[src/rtl/gpu_frame_writer_if.sv]
// Bundles the frame handshake, the pixel write bus and the rectangle command port.
//   master: frame_director / command source side (drives start, clear colour, commands)
//   slave : gpu_frame_writer side (drives done, pixel writes, cmd_ready)
interface gpu_frame_writer_if;
  logic       gpu_start;
  logic       gpu_done;
  logic [9:0] gpu_x;
  logic [9:0] gpu_y;
  logic [3:0] gpu_data;
  logic       gpu_we;
  logic [3:0] bg_color;
  logic       cmd_valid;
  logic       cmd_ready;
  logic [9:0] cmd_x0;
  logic [9:0] cmd_x1;
  logic [9:0] cmd_y0;
  logic [9:0] cmd_y1;
  logic [3:0] cmd_color;

  modport master (
    output gpu_start, bg_color, cmd_valid, cmd_x0, cmd_x1, cmd_y0, cmd_y1, cmd_color,
    input  gpu_done, gpu_x, gpu_y, gpu_data, gpu_we, cmd_ready
  );

  modport slave (
    input  gpu_start, bg_color, cmd_valid, cmd_x0, cmd_x1, cmd_y0, cmd_y1, cmd_color,
    output gpu_done, gpu_x, gpu_y, gpu_data, gpu_we, cmd_ready
  );
endinterface

[src/rtl/gpu_frame_writer.sv]
// GPU drawing engine filling the back buffer owned by frame_director.
// Per frame (armed by a rising edge of gpu_start) it optionally clears the buffer
// to bg_color, then rasterises the queued solid rectangles, one pixel per clk.
// Ports:
//   clk    : GPU clock (gpu_clk_150)
//   reset  : asynchronous, active-high
//   bus_io : gpu_frame_writer_if.slave -- gpu_start/gpu_done handshake, registered pixel
//            write bus (gpu_x/gpu_y/gpu_data/gpu_we), bg_color, rectangle command port
// Build option: define GPU_FRAME_WRITER_CLEAR_EN to include the full-frame clear phase.
module gpu_frame_writer #(
  parameter int unsigned H_RES     = 320,
  parameter int unsigned V_RES     = 240,
  parameter int unsigned CMD_DEPTH = 8
) (
  input logic              clk,
  input logic              reset,
  gpu_frame_writer_if.slave bus_io
);
  localparam int unsigned      PtrW = $clog2(CMD_DEPTH);
  localparam int unsigned      CntW = PtrW + 1;
  localparam logic [9:0]       XMax = 10'(H_RES - 1);
  localparam logic [9:0]       YMax = 10'(V_RES - 1);
  localparam logic [CntW-1:0]  Full = CntW'(CMD_DEPTH);

  typedef enum logic [2:0] {StIdle, StClear, StFetch, StDraw, StFinish} state_e;

  typedef struct packed {
    logic [9:0] x0;
    logic [9:0] x1;
    logic [9:0] y0;
    logic [9:0] y1;
    logic [3:0] color;
  } cmd_t;

  state_e          state_q;
  cmd_t            mem_q [CMD_DEPTH];
  logic [PtrW-1:0] wr_ptr_q, rd_ptr_q;
  logic [CntW-1:0] count_q;
  logic [CntW-1:0] pend_q;      // commands belonging to the current frame
  logic [2:0]      sync_q;      // [0],[1] synchroniser, [2] previous synced level
  logic [9:0]      cx_q, cy_q, rx0_q, rx1_q, ry1_q;
  logic [3:0]      col_q;
  logic            done_q, we_q;
  logic [9:0]      gx_q, gy_q;
  logic [3:0]      gd_q;
`ifdef GPU_FRAME_WRITER_CLEAR_EN
  logic [3:0]      bg_q;
`endif

  logic       full, push, pop, start_rise;
  cmd_t       head;
  logic [9:0] hx1, hy1;

  assign full       = (count_q == Full);
  assign push       = bus_io.cmd_valid && !full;
  assign pop        = (state_q == StFetch) && (pend_q != '0);
  assign head       = mem_q[rd_ptr_q];
  assign hx1        = (head.x1 > XMax) ? XMax : head.x1;
  assign hy1        = (head.y1 > YMax) ? YMax : head.y1;
  assign start_rise = sync_q[1] && !sync_q[2];

  assign bus_io.cmd_ready = !full;
  assign bus_io.gpu_done  = done_q;
  assign bus_io.gpu_we    = we_q;
  assign bus_io.gpu_x     = gx_q;
  assign bus_io.gpu_y     = gy_q;
  assign bus_io.gpu_data  = gd_q;

  // Command storage needs no reset; occupancy is tracked by count_q.
  always_ff @(posedge clk) begin
    if (push) begin
      mem_q[wr_ptr_q] <= {bus_io.cmd_x0, bus_io.cmd_x1, bus_io.cmd_y0, bus_io.cmd_y1,
                          bus_io.cmd_color};
    end
  end

  always_ff @(posedge clk or posedge reset) begin
    if (reset) begin
      wr_ptr_q <= '0;
      rd_ptr_q <= '0;
      count_q  <= '0;
    end else begin
      if (push) wr_ptr_q <= wr_ptr_q + PtrW'(1);
      if (pop)  rd_ptr_q <= rd_ptr_q + PtrW'(1);
      if (push && !pop)      count_q <= count_q + CntW'(1);
      else if (pop && !push) count_q <= count_q - CntW'(1);
    end
  end

  always_ff @(posedge clk or posedge reset) begin
    if (reset) begin
      state_q <= StIdle;
      // Synchroniser resets high so a gpu_start held across reset is not seen as an edge.
      sync_q  <= 3'b111;
      pend_q  <= '0;
      cx_q    <= '0;
      cy_q    <= '0;
      rx0_q   <= '0;
      rx1_q   <= '0;
      ry1_q   <= '0;
      col_q   <= '0;
      done_q  <= 1'b1;
      we_q    <= 1'b0;
      gx_q    <= '0;
      gy_q    <= '0;
      gd_q    <= '0;
`ifdef GPU_FRAME_WRITER_CLEAR_EN
      bg_q    <= '0;
`endif
    end else begin
      sync_q <= {sync_q[1:0], bus_io.gpu_start};
      we_q   <= 1'b0;
      unique case (state_q)
        StIdle: begin
          if (start_rise) begin
            done_q <= 1'b0;
            pend_q <= count_q;
            cx_q   <= '0;
            cy_q   <= '0;
`ifdef GPU_FRAME_WRITER_CLEAR_EN
            bg_q    <= bus_io.bg_color;
            state_q <= StClear;
`else
            state_q <= StFetch;
`endif
          end
        end
`ifdef GPU_FRAME_WRITER_CLEAR_EN
        StClear: begin
          we_q <= 1'b1;
          gx_q <= cx_q;
          gy_q <= cy_q;
          gd_q <= bg_q;
          if (cx_q == XMax) begin
            cx_q <= '0;
            if (cy_q == YMax) state_q <= StFetch;
            else              cy_q    <= cy_q + 10'd1;
          end else begin
            cx_q <= cx_q + 10'd1;
          end
        end
`endif
        StFetch: begin
          if (pend_q == '0) begin
            state_q <= StFinish;
          end else begin
            pend_q <= pend_q - CntW'(1);
            // Empty (or fully off-screen) rectangles are consumed without drawing.
            if (head.x0 <= hx1 && head.y0 <= hy1) begin
              cx_q    <= head.x0;
              cy_q    <= head.y0;
              rx0_q   <= head.x0;
              rx1_q   <= hx1;
              ry1_q   <= hy1;
              col_q   <= head.color;
              state_q <= StDraw;
            end
          end
        end
        StDraw: begin
          we_q <= 1'b1;
          gx_q <= cx_q;
          gy_q <= cy_q;
          gd_q <= col_q;
          if (cx_q == rx1_q) begin
            cx_q <= rx0_q;
            if (cy_q == ry1_q) state_q <= StFetch;
            else               cy_q    <= cy_q + 10'd1;
          end else begin
            cx_q <= cx_q + 10'd1;
          end
        end
        StFinish: begin
          done_q  <= 1'b1;
          state_q <= StIdle;
        end
        default: state_q <= StIdle;
      endcase
    end
  end
endmodule

[src/flat_wrapper.sv]
// flat-port wrapper written by rule: the top's interface ports become plain ports
module gpu_frame_writer_flat 
#(
  parameter int unsigned H_RES     = 320,
  parameter int unsigned V_RES     = 240,
  parameter int unsigned CMD_DEPTH = 8
)
  (clk, reset, bus_io_gpu_start, bus_io_bg_color, bus_io_cmd_valid, bus_io_cmd_x0, bus_io_cmd_x1, bus_io_cmd_y0, bus_io_cmd_y1, bus_io_cmd_color, bus_io_gpu_done, bus_io_gpu_x, bus_io_gpu_y, bus_io_gpu_data, bus_io_gpu_we, bus_io_cmd_ready);
  gpu_frame_writer_if bus_io_i ();
  input logic clk;
  input logic reset;
  input wire logic [$bits(bus_io_i.gpu_start)-1:0] bus_io_gpu_start;
  input wire logic [$bits(bus_io_i.bg_color)-1:0] bus_io_bg_color;
  input wire logic [$bits(bus_io_i.cmd_valid)-1:0] bus_io_cmd_valid;
  input wire logic [$bits(bus_io_i.cmd_x0)-1:0] bus_io_cmd_x0;
  input wire logic [$bits(bus_io_i.cmd_x1)-1:0] bus_io_cmd_x1;
  input wire logic [$bits(bus_io_i.cmd_y0)-1:0] bus_io_cmd_y0;
  input wire logic [$bits(bus_io_i.cmd_y1)-1:0] bus_io_cmd_y1;
  input wire logic [$bits(bus_io_i.cmd_color)-1:0] bus_io_cmd_color;
  output wire logic [$bits(bus_io_i.gpu_done)-1:0] bus_io_gpu_done;
  output wire logic [$bits(bus_io_i.gpu_x)-1:0] bus_io_gpu_x;
  output wire logic [$bits(bus_io_i.gpu_y)-1:0] bus_io_gpu_y;
  output wire logic [$bits(bus_io_i.gpu_data)-1:0] bus_io_gpu_data;
  output wire logic [$bits(bus_io_i.gpu_we)-1:0] bus_io_gpu_we;
  output wire logic [$bits(bus_io_i.cmd_ready)-1:0] bus_io_cmd_ready;
  assign bus_io_i.gpu_start = bus_io_gpu_start;
  assign bus_io_i.bg_color = bus_io_bg_color;
  assign bus_io_i.cmd_valid = bus_io_cmd_valid;
  assign bus_io_i.cmd_x0 = bus_io_cmd_x0;
  assign bus_io_i.cmd_x1 = bus_io_cmd_x1;
  assign bus_io_i.cmd_y0 = bus_io_cmd_y0;
  assign bus_io_i.cmd_y1 = bus_io_cmd_y1;
  assign bus_io_i.cmd_color = bus_io_cmd_color;
  assign bus_io_gpu_done = bus_io_i.gpu_done;
  assign bus_io_gpu_x = bus_io_i.gpu_x;
  assign bus_io_gpu_y = bus_io_i.gpu_y;
  assign bus_io_gpu_data = bus_io_i.gpu_data;
  assign bus_io_gpu_we = bus_io_i.gpu_we;
  assign bus_io_cmd_ready = bus_io_i.cmd_ready;
  gpu_frame_writer #(.H_RES(H_RES), .V_RES(V_RES), .CMD_DEPTH(CMD_DEPTH)) u_core (.clk(clk), .reset(reset), .bus_io(bus_io_i));
endmodule
[config.mk]
export PLATFORM = sky130hd
export DESIGN_NAME = gpu_frame_writer_flat
export DESIGN_NICKNAME = d
export VERILOG_FILES = /design/src/rtl/gpu_frame_writer_if.sv /design/src/rtl/gpu_frame_writer.sv /design/src/flat_wrapper.sv
export SDC_FILE = /design/constraint.sdc
export NUM_CORES = 1
export LEC_CHECK = 0
export CORE_UTILIZATION = 60
export CTS_CLUSTER_DIAMETER = 150
export DETAILED_ROUTE_END_ITERATION = 8
export PLACE_DENSITY = 0.87
export SYNTH_ARGS = -nofsm -noshare
export SYNTH_HDL_FRONTEND = slang
export SYNTH_SLANG_ARGS = --single-unit
[constraint.sdc]
create_clock -name clk -period 7.2 [get_ports clk]
set_input_delay 0.72 -clock clk [delete_from_list [all_inputs] [get_ports clk]]
set_output_delay 0.72 -clock clk [all_outputs]
set_load 0.01 [all_outputs]
Word level (Yosys, flattened, before mapping)
Memories as Yosys holds them, arrays and structs flattened.
Index checks and enable logic that the tools add are counted.
{ "totals": {"ff_bits": 100, "latch_bits": 0, "mem_bits_rw": 352, "mem_bits_ro": 0, "inputBits": 52, "out_inout_bits": 27, "word_cells": 94, "n_memories": 1} }
{ "op_classes": {"n_addsub": 7, "n_mul": 0, "div_mod_pow": 0, "order_cmp": 4, "eq_ne": 13, "shifts": 0, "muxes": 28, "n_bitwise": 1, "reduce_logical": 23} }
{ "mem_list": {"columns": ["name", "words", "width", "rd", "rd_clocked_by_memory_dff", "wr", "line_no", "source"], "rows": [
  ["u_core.mem_q", 8, 44, 1, 0, 1, "gpu_frame_writer.sv:36", "cmd_t mem_q [CMD_DEPTH];"]
]} }
{ "op_table": {"columns": ["operator", "n"], "rows": [
  ["$mux W10", 10],
  ["$pmux W10 S3", 2],
  ["$add A10 B1 Y10 const B", 2],
  ["$eq A10 B10 Y1", 2],
  ["$le A10 B10 Y1", 2],
  ["$mux W4", 4],
  ["$mux W3", 5],
  ["$gt A10 B8 Y1 const B", 1],
  ["$gt A10 B9 Y1 const B", 1],
  ["$pmux W3 S3", 1],
  ["$pmux W4 S2", 1],
  ["$reduce_and A4 Y1", 2],
  ["$sub A4 B1 Y4 const B", 2],
  ["$add A3 B1 Y3 const B", 2],
  ["$eq A3 B2 Y1 const B", 2],
  ["$logic_and A1 B1 Y1", 6],
  ["$ne A2 B1 Y1 const B", 3],
  ["$ne A2 B2 Y1 const B", 3],
  ["$reduce_and A3 Y1", 2],
  ["$reduce_and A6 Y1", 1],
  ["$reduce_bool A2 Y1", 3],
  ["$add A4 B1 Y4 const B", 1],
  ["$eq A4 B4 Y1 const B", 1],
  ["$logic_not A1 Y1", 4],
  ["10 further kinds", 13]
]} }

Longest topological paths before layout
An unclocked memory read counts as a cell.
{ "logic_depth": {"ltp_word": 8, "ltp_mapped": 18, "depth_no_buf": 14} }

Worst setup path before layout
Ideal clock, no wire load.
{ "synth_path": {"path_kind": "input to register", "startpoint": "input port bus_io_cmd_valid", "endpoint": "memory u_core.mem_q[0][0] (netlist bit) (enable)", "setup_time_ps": 555, "arrival_ps": 5057, "required_time_ps": 6645, "setup_slack_ps": 1588, "path_stages": 2, "path_buffers": 0, "path_cell_list": "nand2_1 nor4_1"} }
{ "synth_between": {"elab_chain_len": 3} }
{ "synth_lines": {"columns": ["element", "line_no", "source"], "rows": [
  ["start, declared", "flat_wrapper.sv:14", "input wire logic [$bits(bus_io_i.cmd_valid)-1:0] bus_io_cmd_valid;"],
  ["$logic_and A1 B1 Y1", "gpu_frame_writer.sv:55", "assign push = bus_io.cmd_valid && !full;"],
  ["$mux W1", "gpu_frame_writer.sv:71", "if (push) begin"],
  ["$mux W1 (not written as such)", "gpu_frame_writer.sv:72", "mem_q[wr_ptr_q] <= {bus_io.cmd_x0, bus_io.cmd_x1, bus_io.cmd_y0, bus_io.cmd_y1,"],
  ["end, declared", "gpu_frame_writer.sv:36", null]
]} }
No other way between the ends.

Worst setup path after layout
{ "layout_path": {"startpoint": "register u_core.rd_ptr_q[0]", "endpoint": "register u_core.col_q[3]"} }
{ "layout_between": {"elab_chain_len": 6, "word_cells_on_any_way": 9, "classes_between": "order compare: 4; mux: 2; reduce/logical: 2; memory: 1"} }
{ "layout_lines": {"columns": ["element", "line_no", "source"], "rows": [
  ["start, declared", "gpu_frame_writer.sv:37", "logic [PtrW-1:0] wr_ptr_q, rd_ptr_q;"],
  ["start signal, assigned", "gpu_frame_writer.sv:84", "if (pop) rd_ptr_q <= rd_ptr_q + PtrW'(1);"],
  ["$mem_v2 Z8 W44 *", null, null],
  ["$gt A10 B9 Y1 or $gt A10 B8 Y1 (tied branches)", "gpu_frame_writer.sv:58, gpu_frame_writer.sv:59", null],
  ["$mux W10 (on tied branches)", "gpu_frame_writer.sv:58, gpu_frame_writer.sv:59", null],
  ["$le A10 B10 Y1", "gpu_frame_writer.sv:149", "if (head.x0 <= hx1 && head.y0 <= hy1) begin"],
  ["$logic_and A1 B1 Y1", "gpu_frame_writer.sv:149", null],
  ["$reduce_and A3 Y1 (no line)", null, null],
  ["end signal, assigned", "gpu_frame_writer.sv:155", "col_q <= head.color;"],
  ["end, declared", "gpu_frame_writer.sv:42", "logic [3:0] col_q;"]
]} }
Every way passes the cells marked *; elsewhere a longest branch is shown, timed or not.
A chain may end at the register's enable or synchronous reset.

==> summary.md <==
| Metric | Value |
|---|---|
| Status | `completed` |
| Seq/Total Area, Yosys | `70.2%` |
| Cell accounting for the most synthesized area | `edfxtp_1` |
| Final Hold Fails | `0` |
| Maximum VDD drop | `0.000255 V` |
| Slew @ Worst Pin | `1.23 ns` |
| Synth warn | `0` |
| Critical path, cell by cell | `mux4_1 -> mux2i_1 -> a21oi_2 -> a2111oi_2 -> ha_1 -> a21oi_1 -> o21ai_1 -> a2111oi_2 -> o22ai_4 -> nor2_4 -> buf_4 -> nor2_1 -> a21oi_1` |
| Detail Placement HPWL | `21700 um` |
| CP delay by family, top | `compound AO/OA/AOI/OAI gates` |
| Number of routed nets with antenna violations | `0` |
| Layout cells sized above 1 | `18.5%` |
| Post-cts resize count | `0` |
| WHS Path Cells | `0` |
| Period minus WS final | `5.60 ns` |
| Buf+Inv Stages, Crit Path | `1` |
| Most frequent cells in the layout | `edfxtp_1 (352), nand2_1 (109), dfrtp_1 (93), clkdlybuf4s50_1 (74), mux4_2 (72)` |
| Num CTS Buffers | `45` |
| Critical Path AT | `6.08 ns` |
| Worst r2r dst | `u_core.col_q[3]$_DFFE_PP0P_` |
| Synth top area cells | `edfxtp_1 (57%), dfrtp_1 (13%), mux4_2 (8.7%)` |
| Die Width | `178 um` |
| Vias in the first global route | `10385` |
| DRT Wirelength | `41100 um` |
| Hold/Removal Path Class | `flip-flop to flip-flop` |
| Count of cell types in the netlist | `62` |
| FF-to-FF path depth | `13` |
| Worst r2r src | `u_core.rd_ptr_q[0]$_DFFE_PP0P_` |
| Crit. End Element | `flip-flop` |
| Clock Sinks | `452` |
| Crit Path Max Fanout | `48` |
| Fmax | `0.179 GHz` |
| CP max stage cell | `dfrtp_4` |
| Synth Instances | `1093` |
| Via count | `10387` |
| Top cell type's share of synthesized area | `56.8%` |
| Prevailing post-synth register cell | `edfxtp_1` |
| Die footprint | `31700 um^2` |
| Antenna Cells | `0` |
| H-tree levels | `2` |
| Clk root buf | `clkbuf_16` |
| Pwr dens | `454 nW/um^2` |
| Leak pwr | `7.42 nW` |
| Worst reg2reg setup slack | `1.60 ns` |
| Crit Path Class | `flip-flop to flip-flop` |
| Final setup fails | `0` |
| CP Launch Type | `flip-flop` |
| Layout area overhead | `13.8%` |
| Clock slew at reported path FFs | `0.06 ns` |
| Total track usage | `26.6%` |
| IO Port Bufs | `74` |
| Pre-Repair DR Iteration Count | `5` |
| Io pins | `79` |
| Remaining Overflow, GRT | `0` |
| Avg WL per Cell | `25.5 um` |
| Worst-Skew Late Latency | `0.57 ns` |
| Synth async-reset ratio | `22.1%` |
| Postcts setup bufs | `0` |
| Core ar. | `30600 um^2` |
| RSZ-0062 raised after global routing | `no` |
| # DRC | `0` |
| Most common cell after layout, fill and taps aside | `edfxtp_1` |
| Initial Util | `60.9%` |
| Row count | `64` |
| Setup TNS | `0 ns` |
| Die H | `178 um` |
| Min Hold Slack | `0.359 ns` |
| Via density | `6.44` |
| First-pass GRT wire length | `61400 um` |
| Hold Path End | `u_core.sync_q[1]$_DFF_PP1_` |
| Crit path required time | `7.68 ns` |
| Post-Syn Area per Cell | `17.0 um^2` |
| CTS max path bufs | `3` |
| # hold bufs at CTS | `0` |
| Iter 0 DRT Violations | `1173` |
| Final-report max-slew violation count | `0` |
| Maxcap violations | `0` |
| GPL Wtd Cong | `0.837` |
| Number of synthesized flops with an enable pin | `352` |
| Mapped cell area | `18600 um^2` |
| Largest net degree at the start of global routing | `73` |
| Final period util | `77.8%` |
| # nets final | `1260` |
| Hold Crit Start | `u_core.sync_q[0]$_DFF_PP1_` |
| Worst slew margin | `17.7%` |
| Setup Skew | `0.0220 ns` |
| CP peak stage delay | `0.99 ns` |
| Post-synthesis register bit count | `452` |
| Initial antenna violation count | `0` |
| Clock tree from TritonCTS | `yes` |
[power breakdown]
part / switching (mW) / total, mW / leakage, nW / internal, mW
registers: 0.504 / 3.88 / 4.39 / 3.37
clock network: 0.984 / 2.34 / 0.718 / 1.36
logic: 1.91 / 3.40 / 2.31 / 1.49
[routing by layer]
layer	vias up	GRT usage (%)	part of all wire, %
met5	-	0	0
met4	0	12.7	4.5
met3	149	4.69	7.9
met2	587	44.1	50
met1	5235	34.4	38
li1	4416	-	-
[sequential cells by signal (all words and copies together), names as in the netlist]
register                flops
u_core.cx_q                10
u_core.sync_q               3
u_core.pend_q               4
u_core.rx1_q               10
u_core.state_q              3
u_core.bus_io.gpu_y        10
u_core.bus_io.gpu_data      4
u_core.rx0_q               10
u_core.bus_io.gpu_we        1
u_core.ry1_q               10
u_core.col_q                4
u_core.rd_ptr_q             3
u_core.wr_ptr_q             3
u_core.mem_q              352
u_core.bus_io.gpu_x        10
u_core.count_q              4
u_core.bus_io.gpu_done      1
u_core.cy_q                10
[cells in the mapped netlist, types with 10 or more instances]
| cell | n |
|---|---|
| mux2_2 | 31 |
| nor2_1 | 57 |
| edfxtp_1 | 352 |
| dfrtp_1 | 96 |
| mux4_1 | 12 |
| ha_1 | 28 |
| a21oi_1 | 43 |
| nand2_1 | 109 |
| mux2i_1 | 17 |
| o21ai_0 | 37 |
| nor3_1 | 17 |
| clkbuf_1 | 24 |
| nand4_1 | 10 |
| xor2_1 | 14 |
| mux4_2 | 72 |
| buf_2 | 10 |
| xnor2_1 | 22 |
[worst register-to-register path, delay by kind of cell, from the launching register on]
| family | cells | cell delay [ns] |
|---|---|---|
| AO/OA/AOI/OAI | 7 | 1.86 |
| multiplexers | 2 | 1.08 |
| flip-flops | 1 | 0.99 |
| AND/OR/NAND/NOR | 2 | 0.93 |
| adder cells (fa/ha/maj) | 1 | 0.35 |
| buffers and inverters | 1 | 0.32 |
[layout make-up]
class,instances,area [um^2]
clock inverter,20,235
clock buffer,64,1240
tap,396,495
sequential,452,13100
fill,1850,9390
timing repair buffer,91,868
multi-input combinational,581,5250
inverter,8,32.5
[through the flow]
stage,util [%],power (mW),cell area (um^2),worst slack (ns),cells
global route,69.3,10.0,21200,1.26,1612
floorplan,-,6.19,18600,1.59,1095
detailed placement,64.5,7.11,19700,1.78,1528
global placement,64.5,6.96,19700,1.80,1528
CTS,69.3,9.58,21200,1.60,1612
finish,69.3,9.62,21200,1.60,1612
[cell families after synthesis]
family          Yosys count  synth area share (%)
compound gates          134                  4.81
fa+ha+maj                29                  1.99
flops                   452                  70.2
other cells               1                0.0201
buf+inv                  62                  1.91
simple gates            246                  6.08
xor+xnor                 36                  1.69
mux                     133                  13.3
[worst max path at each step]
stage                                    from  cells after the start  slack (ns)                           end
2_1_floorplan                bus_io_cmd_valid                      2        1.59  u_core.mem_q[0][0]$_DFFE_PP_
3_3_place_gp   u_core.rd_ptr_q[0]$_DFFE_PP0P_                     11        1.80   u_core.rx0_q[8]$_DFFE_PP0P_
3_5_place_dp   u_core.rd_ptr_q[0]$_DFFE_PP0P_                     11        1.78   u_core.rx0_q[1]$_DFFE_PP0P_
4_1_cts        u_core.rd_ptr_q[0]$_DFFE_PP0P_                     13        1.60   u_core.ry1_q[2]$_DFFE_PP0P_
5_1_grt        u_core.rd_ptr_q[0]$_DFFE_PP0P_                     13        1.26   u_core.ry1_q[2]$_DFFE_PP0P_
6_report       u_core.rd_ptr_q[0]$_DFFE_PP0P_                     13        1.60   u_core.col_q[3]$_DFFE_PP0P_
Power figures use the tool's default switching activity.
